--- src/rtl/frame_acc.sv ---
// Frame accumulator: sums unsigned samples and counts them until a frame
// closes, then hands {sum, count, saturated} to the downstream divider
// through a single-entry output slot with valid/ready handshaking.
`timescale 1ns/1ps

module frame_acc #(
    parameter int aw = 18,
    parameter int bw = 10,
    parameter int sw = 8
) (
    input  logic          clk,
    input  logic          rst,
    input  logic          in_valid,
    output logic          in_ready,
    input  logic [sw-1:0] in_data,
    input  logic          in_last,
    input  logic          flush,
    output logic          out_valid,
    input  logic          out_ready,
    output logic [aw-1:0] out_sum,
    output logic [bw-1:0] out_cnt,
    output logic          out_sat
);

    typedef enum logic {EMPTY, ACC} frame_state_t;
    typedef enum logic {FREE, FULL} slot_state_t;

    frame_state_t  frame_state;
    slot_state_t   slot_state;

    logic [aw-1:0] acc_sum;
    logic [bw-1:0] acc_cnt;
    logic          acc_sat;

    logic          accept;
    logic          close;
    logic [aw-1:0] base_sum;
    logic [bw-1:0] base_cnt;
    logic [aw:0]   sum_ext;
    logic [aw-1:0] sum_next;
    logic [bw-1:0] cnt_next;
    logic          sat_next;

    // The slot can take a new result when it is empty or being drained this beat.
    assign in_ready  = !out_valid || out_ready;
    assign accept    = in_valid && in_ready;
    assign out_valid = (slot_state == FULL);

    // Post-update frame totals; a carry out of the sum pins it at all-ones and marks saturation.
    always_comb begin
        base_sum = (frame_state == ACC) ? acc_sum : '0;
        base_cnt = (frame_state == ACC) ? acc_cnt : '0;
        sum_ext  = {1'b0, base_sum} + {{(aw + 1 - sw){1'b0}}, in_data};
        sum_next = base_sum;
        cnt_next = base_cnt;
        sat_next = acc_sat;
        if (accept) begin
            if (sum_ext[aw]) begin
                sum_next = '1;
                sat_next = 1'b1;
            end else begin
                sum_next = sum_ext[aw-1:0];
            end
            cnt_next = base_cnt + bw'(1);
        end
    end

    // A frame closes on a last sample, on a full counter, or on a flush while the slot can take it.
    assign close = (accept && (in_last || (cnt_next == '1))) || (flush && in_ready);

    // Frame FSM: accumulate accepted samples, restart from zero on every close.
    always_ff @(posedge clk or posedge rst) begin
        if (rst) begin
            frame_state <= EMPTY;
            acc_sum     <= '0;
            acc_cnt     <= '0;
            acc_sat     <= 1'b0;
        end else if (close) begin
            frame_state <= EMPTY;
            acc_sum     <= '0;
            acc_cnt     <= '0;
            acc_sat     <= 1'b0;
        end else if (accept) begin
            frame_state <= ACC;
            acc_sum     <= sum_next;
            acc_cnt     <= cnt_next;
            acc_sat     <= sat_next;
        end
    end

    // Output slot: load on close (even while draining the previous result), free on handshake.
    always_ff @(posedge clk or posedge rst) begin
        if (rst) begin
            slot_state <= FREE;
            out_sum    <= '0;
            out_cnt    <= '0;
            out_sat    <= 1'b0;
        end else if (close) begin
            slot_state <= FULL;
            out_sum    <= sum_next;
            out_cnt    <= cnt_next;
            out_sat    <= sat_next;
        end else if (out_ready) begin
            slot_state <= FREE;
        end
    end

endmodule

--- config.mk ---
export PLATFORM = sky130hd
export DESIGN_NAME = frame_acc
export DESIGN_NICKNAME = d
export VERILOG_FILES = /design/src/rtl/frame_acc.sv
export SDC_FILE = /design/constraint.sdc
export NUM_CORES = 1
export LEC_CHECK = 0
export CAP_MARGIN = 5
export CORE_ASPECT_RATIO = 1.4
export CORE_MARGIN = 4
export CORE_UTILIZATION = 60
export CTS_BUF_LIST = sky130_fd_sc_hd__clkbuf_8 sky130_fd_sc_hd__clkbuf_16
export CTS_CLUSTER_DIAMETER = 80
export DETAILED_ROUTE_END_ITERATION = 7
export PLACE_DENSITY = 0.9
export SYNTH_ARGS = -nofsm -noshare
export SYNTH_HDL_FRONTEND = slang
export SYNTH_SLANG_ARGS = --single-unit
--- constraint.sdc ---
create_clock -name clk -period 10.6 [get_ports clk]
set_clock_uncertainty 0.15 [all_clocks]
set_input_delay 2.12 -clock clk [delete_from_list [all_inputs] [get_ports clk]]
set_output_delay 2.12 -clock clk [all_outputs]
set_load 0.01 [all_outputs]
==> run summary, run 1 <==
* **outcome** finished, final reports clean
* **last weighted congestion value of the routability-driven placer** 0.893
* **antenna cells** 0
* **most frequent cells in the layout** nand2_1 (66), dfrtp_1 (60), clkdlybuf4s50_1 (44)
* **detailed-route via count** 3156
* **setup repair after global routing missed its margin** no
* **Post-Synthesis Cell Area** 3530 um^2
* **DP Worst Slack** 4610 ps
* **worst skew pair latency** 340 ps
* **achievable clock frequency** 0.167 GHz
* **DRC violations left** 0
* **# resized after CTS** 0
* **min cycle time layout** 5990 ps
* **total non-filler cell area in the finished layout** 4210 um^2
* **net count after synthesis** 419
* **most common cell after layout, fill and taps aside** nand2_1
* **total number of nets in the final design** 455
* **Leakage Power** 1.82 nW
* **count of flip-flops with a built-in enable after synthesis** 0
* **overall track demand over capacity in global routing** 25.4%
* **top cells by area in the synthesized netlist** dfrtp_1 (43%), nand2_1 (7.0%), o31ai_1 (4.9%)
* **clk buf depth** 2
* **Overflow after GRT** 0
* **cell area after placement** 3990 um^2
* **cts bufs inserted** 9
* **async set-or-reset flop fraction in the synthesized netlist** 100%
* **measured slew at the worst slew-check pin** 880 ps
* **CTS hold repair buffers** 0
* **top-level I/O count** 45
* **# rows** 32
* **initial cell density of the core** 63.0%
* **buffer count from post-CTS setup fixing** 0
* **total wire length after detailed routing** 8430 um
* **final worst-path cycle share** 56.5%
* **highest fanout seen on the critical path** 13
* **vias in the first global route** 3127
* **first-pass GRT wire length** 14500 um
* **Antenna Nets Post-Route** 0
* **dominant register cell in the synthesized netlist** dfrtp_1
* **Root Driver** clkbuf_8
* **total of endpoints with negative setup slack in the final report** 0
* **nature of the critical path startpoint** primary input
* **Max-slew headroom** 41.1%
* **type of the most critical hold path** reg2reg
* **largest net degree at the start of global routing** 61
* **die footprint** 7190 um^2
* **total power draw** 0.000565 W
* **Avg Inst Size Synth** 8.94 um^2
* **placeable core area** 5610 um^2
* **fraction of layout instances using a drive strength above 1** 8.03%
* **power density normalized to cell area** 134 nW/um^2
* **CTS Sinks** 60
* **start-to-end type of the worst setup path** in2out
* **top cell type's share of synthesized area** 42.5%
* **VDD IR max** 0.0000835 V
* **setup slack of the critical path after layout** 4610 ps
* **register clock-pin slew on the reported worst setup and hold paths** 60 ps
* **fill cell instance count of the final layout** 422
* **area grow syn2layout** 19.1%
* **Vert. Die Dim** 98.8 um
* **overall die width** 72.8 um
* **most area-hungry cell type in the Yosys netlist** dfrtp_1
* **final count of pins violating max slew** 0
* **routed vias/inst** 6.26
* **final hold violation count** 0
* **Max H-tree Level** 3
* **number of unique standard cell types used by synthesis** 54
* **count of routing violations after the opening detailed-route iteration** 298
* **TritonCTS clock tree** yes
* **HPWL reported at the end of detailed placement** 5930 um
* **flops & latches, synth** 60
* **routed wire length per instance** 16.7 um
* **initial antenna violation count** 0
* **arrival time at the worst endpoint** 3720 ps
* **Pre-antenna DRT Iters** 5
* **Buffers on Ports** 44
* **number of violations of the max-capacitance limit** 0
* **sequential fraction of the synthesis area** 42.5%
* **sum of negative setup slack** 0 ps
* **number of warnings issued by yosys** 0
* **Synth Instances** 395
* **endpoint required time on the critical path** 8330 ps
* **Critical Path Sink Type** output port
[routing by layer]
layer	share of wire [%]	GRT usage [%]
met1	42	31.8
met2	50	41.6
met5	0	0
met4	3.7	14.3
met3	4.7	3.06
[cells in the mapped netlist, types with 3 or more instances]
cell type	number
a22o_1	5
and2_1	11
a21oi_1	17
clkbuf_1	15
and3_1	4
ha_1	9
xor2_1	7
dfrtp_1	60
mux2_4	5
nor3_1	12
nor2_1	18
inv_1	8
nand3_1	15
o21a_1	5
xnor2_1	6
nor2b_1	4
nand4_1	8
o21ai_0	25
nand2_1	66
buf_2	3
a211oi_1	4
o31ai_1	23
a21o_1	10
o21ai_1	11
nor4_1	5
[worst max-delay path, stage by stage]
cell and delay (ps):
clkdlybuf4s50_1 390, nor2b_1 450, inv_2 220, clkdlybuf4s50_1 530
[cells by family (layout without fill, tap and decap cells)]
| family | after synthesis | count (layout) | synth area share [%] |
|---|---|---|---|
| AOI/OAI and AO/OA | 118 | 118 | 22.6 |
| xor gates and xnor gates | 13 | 13 | 3.22 |
| buffers and inverters | 33 | 74 | 4.25 |
| adders and majority gates | 10 | 10 | 3.76 |
| and+or+nand+nor | 154 | 154 | 20.9 |
| DFF | 60 | 60 | 42.5 |
| muxes | 7 | 7 | 2.73 |
[cell type report]
cell class	count	area [um^2]	area share, %
multi-input cells	302	1890	44.9
flip-flops and latches	60	1500	35.7
repair buffers	48	470	11.2
clock buffers	13	179	4.25
well taps	68	85.1	2.02
clock inverters	3	42.5	1.01
inverters	10	37.5	0.892
[report_power, final]
group          leakage [nW]  switching (W)  internal (W)
Sequential            0.823     0.00000634      0.000240
Clock                 0.112      0.0000879      0.000134
Combinational         0.884      0.0000580     0.0000390
[sequential cells by signal (all words and copies together), names as in the netlist]
register / count
out_sat: 1
out_sum: 18
acc_cnt: 10
frame_state: 1
out_cnt: 10
acc_sat: 1
out_valid: 1
acc_sum: 18
[per-stage QoR]
| stage | std cells | hold slack, ps | utilization, % |
|---|---|---|---|
| 6_report | 504 | 331 | 75.0 |
| 5_1_grt | 504 | 363 | 75.0 |
| 4_1_cts | 504 | 333 | 75.0 |
| 3_3_place_gp | 488 | 304 | 71.1 |
| 3_5_place_dp | 488 | 316 | 71.1 |
| 2_1_floorplan | 395 | 290 | - |
[path summary, 6_finish.rpt]
| check | start | end | slack (ps) | cells past startpoint |
|---|---|---|---|---|
| max in group asynchronous | rst | acc_sum[1]$_DFFE_PP0P_ | 7640 | 3 |
| min reg2reg | out_cnt[2]$_DFFE_PP0P_ | out_cnt[2]$_DFFE_PP0P_ | 330 | 2 |
| max | out_ready | in_ready | 4610 | 4 |
| min | out_cnt[2]$_DFFE_PP0P_ | out_cnt[2]$_DFFE_PP0P_ | 330 | 2 |
| max reg2reg | frame_state$_DFFE_PP0P_ | acc_sum[5]$_DFFE_PP0P_ | 6560 | 11 |
| min in group asynchronous | rst | out_sum[10]$_DFFE_PP0P_ | 2170 | 3 |
Note: power is estimated with default switching activity, not from simulation.
==> run 2: changes to the inputs <==
CORE_UTILIZATION = 56   (was 60)
PLACE_DENSITY = 0.85   (was 0.9)
clock period = 6.2 ns   (was 10.6 ns; I/O delays follow)
==> run 2 against run 1 <==
Compared with the run above: hold slack lost 4.5 ps; design area shrank 0.15%; wire length shrank 0.52%; count of clock-buffer cells in the layout shrank 2; power grew 68%; register-to-register slack lost 4400 ps; combinational power grew 72%; critical path depth grew 4; sequential share of layout area grew 0.053 points; flip-flop and latch count is the same; sequential power grew 71%; critical path type is now in2reg.
==> run summary, run 2 (synthesis gave the netlist of run 1 again) <==
* **total number of nets in the final design** 456, +0.22%
* **routed wire length per instance** 16.5 um, -1.5%
* **# rows** 34, +6.3%
* **number of violations of the max-capacitance limit** 0, unchanged
* **CTS hold repair buffers** 0, unchanged
* **final worst-path cycle share** 75.7%
* **count of routing violations after the opening detailed-route iteration** 299, +0.34%
* **die footprint** 7660 um^2, +6.5%
* **arrival time at the worst endpoint** 4770 ps, +1050 ps
* **Max-slew headroom** 40.6%, -0.49 points
* **Placed Cells incl. Taps** 493, +1.0%
* **cts bufs inserted** 9, unchanged
* **buffer count from post-CTS setup fixing** 0, unchanged
* **fraction of layout instances using a drive strength above 1** 8.01%, -0.018 points
* **Overflow after GRT** 0, unchanged
* **Buffers on Ports** 44, unchanged
* **TritonCTS clock tree** yes
* **Pre-antenna DRT Iters** 6, +1
* **registers with the highest flip-flop counts** acc_sum (18), out_sum (18)
* **worst stage delay on the critical path** 720 ps, +190 ps
* **initial antenna violation count** 0, unchanged
* **first-pass GRT wire length** 14400 um, -0.48%
* **endpoint required time on the critical path** 6280 ps, -2050 ps
* **outcome** finished, final reports clean
* **CTS Sinks** 60, unchanged
* **top-level I/O count** 45, unchanged
* **Root Driver** clkbuf_8
* **routed vias/inst** 6.25, -0.17%
* **Worst path slowest cell** clkdlybuf4s50_1
* **total wire length after detailed routing** 8380 um, -0.52%
* **worst skew pair latency** 340 ps, about the same
* **VDD IR max** 0.000158 V, +89%
* **most frequent cells in the layout** nand2_1 (66), dfrtp_1 (60), clkdlybuf4s50_1 (44)
* **largest net degree at the start of global routing** 61, unchanged
* **setup repair after global routing missed its margin** no
* **Max H-tree Level** 3, unchanged
* **DRC violations left** 0, unchanged
* **min cycle time layout** 4690 ps
* **clk buf depth** 2, unchanged
* **sum of negative setup slack** 0 ps, unchanged
* **HPWL reported at the end of detailed placement** 5830 um, -1.7%
* **Buffers & Inverters on Critical Path** 2, -1
* **critical path cell sequence** clkdlybuf4s50_1 > inv_1 > or4_4 > or3_4 > a2111oi_4 > a21bo_1 > nor2_1 > a22o_1
* **area grow syn2layout** 19.0%
* **register clock-pin slew on the reported worst setup and hold paths** 70 ps, about the same
* **final standard cell count with taps included and fillers excluded** 509, +0.99%
* **overall die width** 75.1 um, +3.1%
* **power density normalized to cell area** 225 nW/um^2, +68%
* **final hold violation count** 0, unchanged
* **most common cell after layout, fill and taps aside** nand2_1
* **vias in the first global route** 3130, +0.096%
* **Leakage Power** 1.82 nW, about the same
* **Antenna Nets Post-Route** 0, unchanged
* **highest fanout seen on the critical path** 19, +6
* **total power draw** 0.000946 W, +68%
* **initial cell density of the core** 57.2%, -5.7 points
* **kind of cell with the highest combined delay on the critical path** compound AO/OA/AOI/OAI gates
* **hold_ws** 326 ps, -4.54 ps
* **achievable clock frequency** 0.213 GHz
* **measured slew at the worst slew-check pin** 891 ps, +10.6 ps
* **Vert. Die Dim** 102 um, +3.2%
* **detailed-route via count** 3182, +0.82%
* **total of endpoints with negative setup slack in the final report** 0, unchanged
* **last weighted congestion value of the routability-driven placer** 0.892, -0.17%
* **type of the most critical hold path** reg2reg
* **final count of pins violating max slew** 0, unchanged
* **nature of the critical path startpoint** primary input
* **# resized after CTS** 0, unchanged
* **Critical Path Sink Type** flip-flop
* **placeable core area** 6170 um^2, +10%
* **start-to-end type of the worst setup path** in2reg
* **antenna cells** 0, unchanged
* **overall track demand over capacity in global routing** 24.6%, -0.80 points
-- run 2: cell types whose count changed in the layout (fill, tap and decap cells not counted) --
cell | before | now
buf_4 | 4 | 5
inv_1 | 7 | 8
clkbuf_8 | 13 | 11
clkinv_2 | 1 | 2
-- run 2: power by group --
part | switching, W | internal [W] | total [W]
clock | 0.000154 | 0.000205 | 0.000358
combinational | 0.0000990 | 0.0000675 | 0.000167
sequential | 0.0000114 | 0.000410 | 0.000421
-- run 2: area by class of cell --
type / count / area [um^2]
fillers: 487 / 1970
clock inverters: 5 / 51.3
inverters: 10 / 37.5
repair buffers: 49 / 478
multi-input cells: 302 / 1890
clock buffers: 11 / 151
flip-flops and latches: 60 / 1500
well taps: 72 / 90.1
-- run 2: stage by stage --
step / util (%) / setup WS, ps / area, um^2
final: 68.1 / 1510 / 4200
after global routing: 68.1 / 1320 / 4200
after CTS: 68.1 / 1550 / 4200
after detailed placement: 64.8 / 1170 / 4000
after global placement: 64.8 / 1300 / 4000
after floorplan: - / 2290 / 3530
-- run 2: final timing paths --
path,start,end,slack [ps],cells after the start
hold reg to reg,acc_sum[4]$_DFFE_PP0P_,acc_sum[4]$_DFFE_PP0P_,330,2
setup / recovery,in_valid,acc_sum[5]$_DFFE_PP0P_,1510,8
hold / removal,acc_sum[4]$_DFFE_PP0P_,acc_sum[4]$_DFFE_PP0P_,330,2
setup reg to reg,frame_state$_DFFE_PP0P_,acc_sum[5]$_DFFE_PP0P_,2140,11
min in group asynchronous,rst,out_sum[15]$_DFFE_PP0P_,1290,3
max in group asynchronous,rst,acc_cnt[1]$_DFFE_PP0P_,4120,3
-- run 2: metal layers --
metal | part of all wire, % | vias to the layer above | track usage [%] | wire (um)
li1 | - | 1510 | - | -
met1 | 41 | 1508 | 31.0 | 3450
met2 | 50 | 137 | 39.5 | 4150
met3 | 5.7 | 27 | 4.92 | 479
met4 | 3.7 | 0 | 12.5 | 306
met5 | 0 | - | 0 | 0
-- run 2: worst min-delay path, cell delays in order (launching register included) --
cell	delay, ps
dfrtp_1	340
nand2_1	50
o31ai_1	50
==> run 3: changes to the inputs <==
clock period = 4.7 ns   (was 6.2 ns; I/O delays follow)
==> run 3 against run 2 <==
Compared with the run above: flip-flop and latch count did not move; combinational power rose by 31%; critical path depth rose by 1; sequential power rose by 33%; worst setup slack got worse by 610 ps; critical path type unchanged.
==> run summary, run 3 (synthesis gave the netlist of run 1 again) <==
* **Leakage Power** 1.84 nW, +1.1%
* **initial antenna violation count** 0, unchanged
* **most frequent cells in the layout** nand2_1 (66), dfrtp_1 (60), clkdlybuf4s50_1 (44)
* **final hold violation count** 0, unchanged
* **total wire length after detailed routing** 8240 um, -1.7%
* **Worst Hold Depth** 2, unchanged
* **measured slew at the worst slew-check pin** 843 ps, -48.3 ps
* **antenna cells** 0, unchanged
* **Critical Path Sink Type** flip-flop
* **Pre-antenna DRT Iters** 4, -2
* **final worst-path cycle share** 81.0%
* **arrival time at the worst endpoint** 3890 ps, -880 ps
* **first-pass GRT wire length** 13800 um, -4.6%
* **overall die width** 75.1 um, unchanged
* **count of routing violations after the opening detailed-route iteration** 249, -17%
* **total length of routed met2 wires** 3980 um, -4.1%
* **DP Worst Slack** 586 ps, -580 ps
* **achievable clock frequency** 0.263 GHz
* **Antenna Nets Post-Route** 0, unchanged
* **outcome** finished, final reports clean
* **end point of the worst hold path** out_cnt[8]$_DFFE_PP0P_
* **end-of-flow core utilization** 68.6%, +0.47 points
* **routed wire length per instance** 16.1 um, -2.2%
* **part of the power in registers** 45.9%, +1.4 points
* **highest fanout seen on the critical path** 8, -11
* **Vert. Die Dim** 102 um, unchanged
* **start-to-end type of the worst setup path** in2reg
* **combinational cell fraction of total power** 17.9%, +0.3 points
* **overall track demand over capacity in global routing** 23.5%, -1.1 points
* **power density normalized to cell area** 289 nW/um^2, +28%
* **largest net degree at the start of global routing** 40, -34%
* **total of endpoints with negative setup slack in the final report** 0, unchanged
* **Max-slew headroom** 43.7%, +3.1 points
* **worst stage delay on the critical path** 630 ps, -90 ps
* **Reg2Reg Setup Slack** 960 ps, -1180 ps
* **Buffers & Inverters on Critical Path** 1, -1
* **fill cell instance count of the final layout** 472, -3.1%
* **worst reg2reg path depth** 11, unchanged
* **Overflow after GRT** 0, unchanged
* **die footprint** 7660 um^2, unchanged
* **# rows** 34, unchanged
* **# resized after CTS** 0, unchanged
* **min cycle time layout** 3810 ps
* **critical path cell sequence** clkdlybuf4s50_1 > ha_1 > o211ai_1 > o21a_1 > a311oi_2 > nand4_1 > and3_1 > or3_1 > mux2_4
* **setup slack of the critical path after layout** 894 ps, -613 ps
* **routed length on met1** 3570 um, +3.5%
* **startpoint of the worst-slack reg-to-reg timing path** frame_state$_DFFE_PP0P_
* **placeable core area** 6170 um^2, unchanged
* **cts bufs inserted** 9, unchanged
* **nature of the critical path startpoint** primary input
* **area grow syn2layout** 19.8%
* **Buffers on Ports** 44, unchanged
* **R2R Path End** acc_sum[2]$_DFFE_PP0P_
* **portion of total power attributed to the clock network** 36.2%, -1.7 points
* **min-delay src** out_cnt[8]$_DFFE_PP0P_
* **worst skew pair latency** 350 ps, about the same
* **wire length on met3** 489 um, +2.1%
* **endpoint required time on the critical path** 4790 ps, -1490 ps
* **number of violations of the max-capacitance limit** 0, unchanged
* **routed vias/inst** 6.09, -2.6%
* **detailed-route via count** 3116, -2.1%
* **vias in the first global route** 2943, -6.0%
* **last weighted congestion value of the routability-driven placer** 0.926, +3.9%
* **clk buf depth** 2, unchanged
* **initial cell density of the core** 57.2%, unchanged
* **DRC violations left** 0, unchanged
* **most common cell after layout, fill and taps aside** nand2_1
* **total number of nets in the final design** 459, +0.66%
* **VDD IR max** 0.000253 V, +61%
* **TritonCTS clock tree** yes
* **uppermost signal routing layer after detailed routing** met4
* **fraction of layout instances using a drive strength above 1** 8.41%, +0.40 points
* **top-level I/O count** 45, unchanged
* **internal power summed over all cells** 0.000873 W, +28%
* **Root Driver** clkbuf_8
* **HPWL reported at the end of detailed placement** 5860 um, +0.67%
* **setup repair after global routing missed its margin** no
* **Max H-tree Level** 3, unchanged
* **register clock-pin slew on the reported worst setup and hold paths** 70 ps, about the same
* **Worst path slowest cell** a311oi_2
* **final count of pins violating max slew** 0, unchanged
* **CTS Sinks** 60, unchanged
* **reported net switching power** 0.000350 W, +32%
* **buffer count from post-CTS setup fixing** 0, unchanged
* **hold_ws** 327 ps, +0.932 ps
* **worst setup path startpoint** in_data[7]
* **type of the most critical hold path** reg2reg
* **kind of cell with the highest combined delay on the critical path** compound AO/OA/AOI/OAI gates
* **registers with the highest flip-flop counts** acc_sum (18), out_sum (18)
* **Sw Ratio** 28.6%, +0.70 points
* **CTS hold repair buffers** 0, unchanged
* **sum of negative setup slack** 0 ps, unchanged
run 3: layer usage:
metal | GRT usage, % | vias up
met5 | 0 | -
met1 | 30.2 | 1473
met3 | 5.31 | 19
met4 | 10.7 | 0
li1 | - | 1516
met2 | 37.2 | 108
run 3: power by group through the flow:
stage / Clock, W / Combinational [W] / Sequential [W]
2_1_floorplan: 0 / 0.000132 / 0.000571
3_3_place_gp: 0 / 0.000215 / 0.000569
3_5_place_dp: 0 / 0.000218 / 0.000571
4_1_cts: 0.000445 / 0.000220 / 0.000562
5_1_grt: 0.000468 / 0.000239 / 0.000565
6_report: 0.000443 / 0.000219 / 0.000562
run 3: worst max-delay path by stage:
stage	end	slack, ps	cells after the start
2_1_floorplan	acc_sum[9]$_DFFE_PP0P_	790	14
3_3_place_gp	acc_sum[2]$_DFFE_PP0P_	630	9
3_5_place_dp	acc_sum[5]$_DFFE_PP0P_	590	8
4_1_cts	out_sum[11]$_DFFE_PP0P_	930	9
5_1_grt	acc_sum[5]$_DFFE_PP0P_	730	10
6_report	out_sum[11]$_DFFE_PP0P_	890	9
run 3: worst min-delay path, delay by kind of cell (launching register included):
| family | cells | cell delay [ps] |
|---|---|---|
| AOI/OAI and AO/OA | 1 | 50 |
| DFF | 1 | 340 |
| and+or+nand+nor | 1 | 50 |
run 3: cell type report:
class,instances,area [um^2],share of cell area [%]
clock buffers,9,124,2.93
repair buffers,52,526,12.4
multi-input cells,302,1890,44.7
inverters,10,37.5,0.888
flip-flops and latches,60,1500,35.5
well taps,72,90.1,2.13
clock inverters,7,60.1,1.42
run 3: through the flow:
| stage | power, W | std cells | cell area (um^2) |
|---|---|---|---|
| final | 0.00122 | 512 | 4230 |
| after global routing | 0.00127 | 512 | 4230 |
| after CTS | 0.00123 | 512 | 4230 |
| after floorplan | 0.000703 | 395 | 3530 |
| after detailed placement | 0.000789 | 496 | 4050 |
| after global placement | 0.000784 | 496 | 4050 |
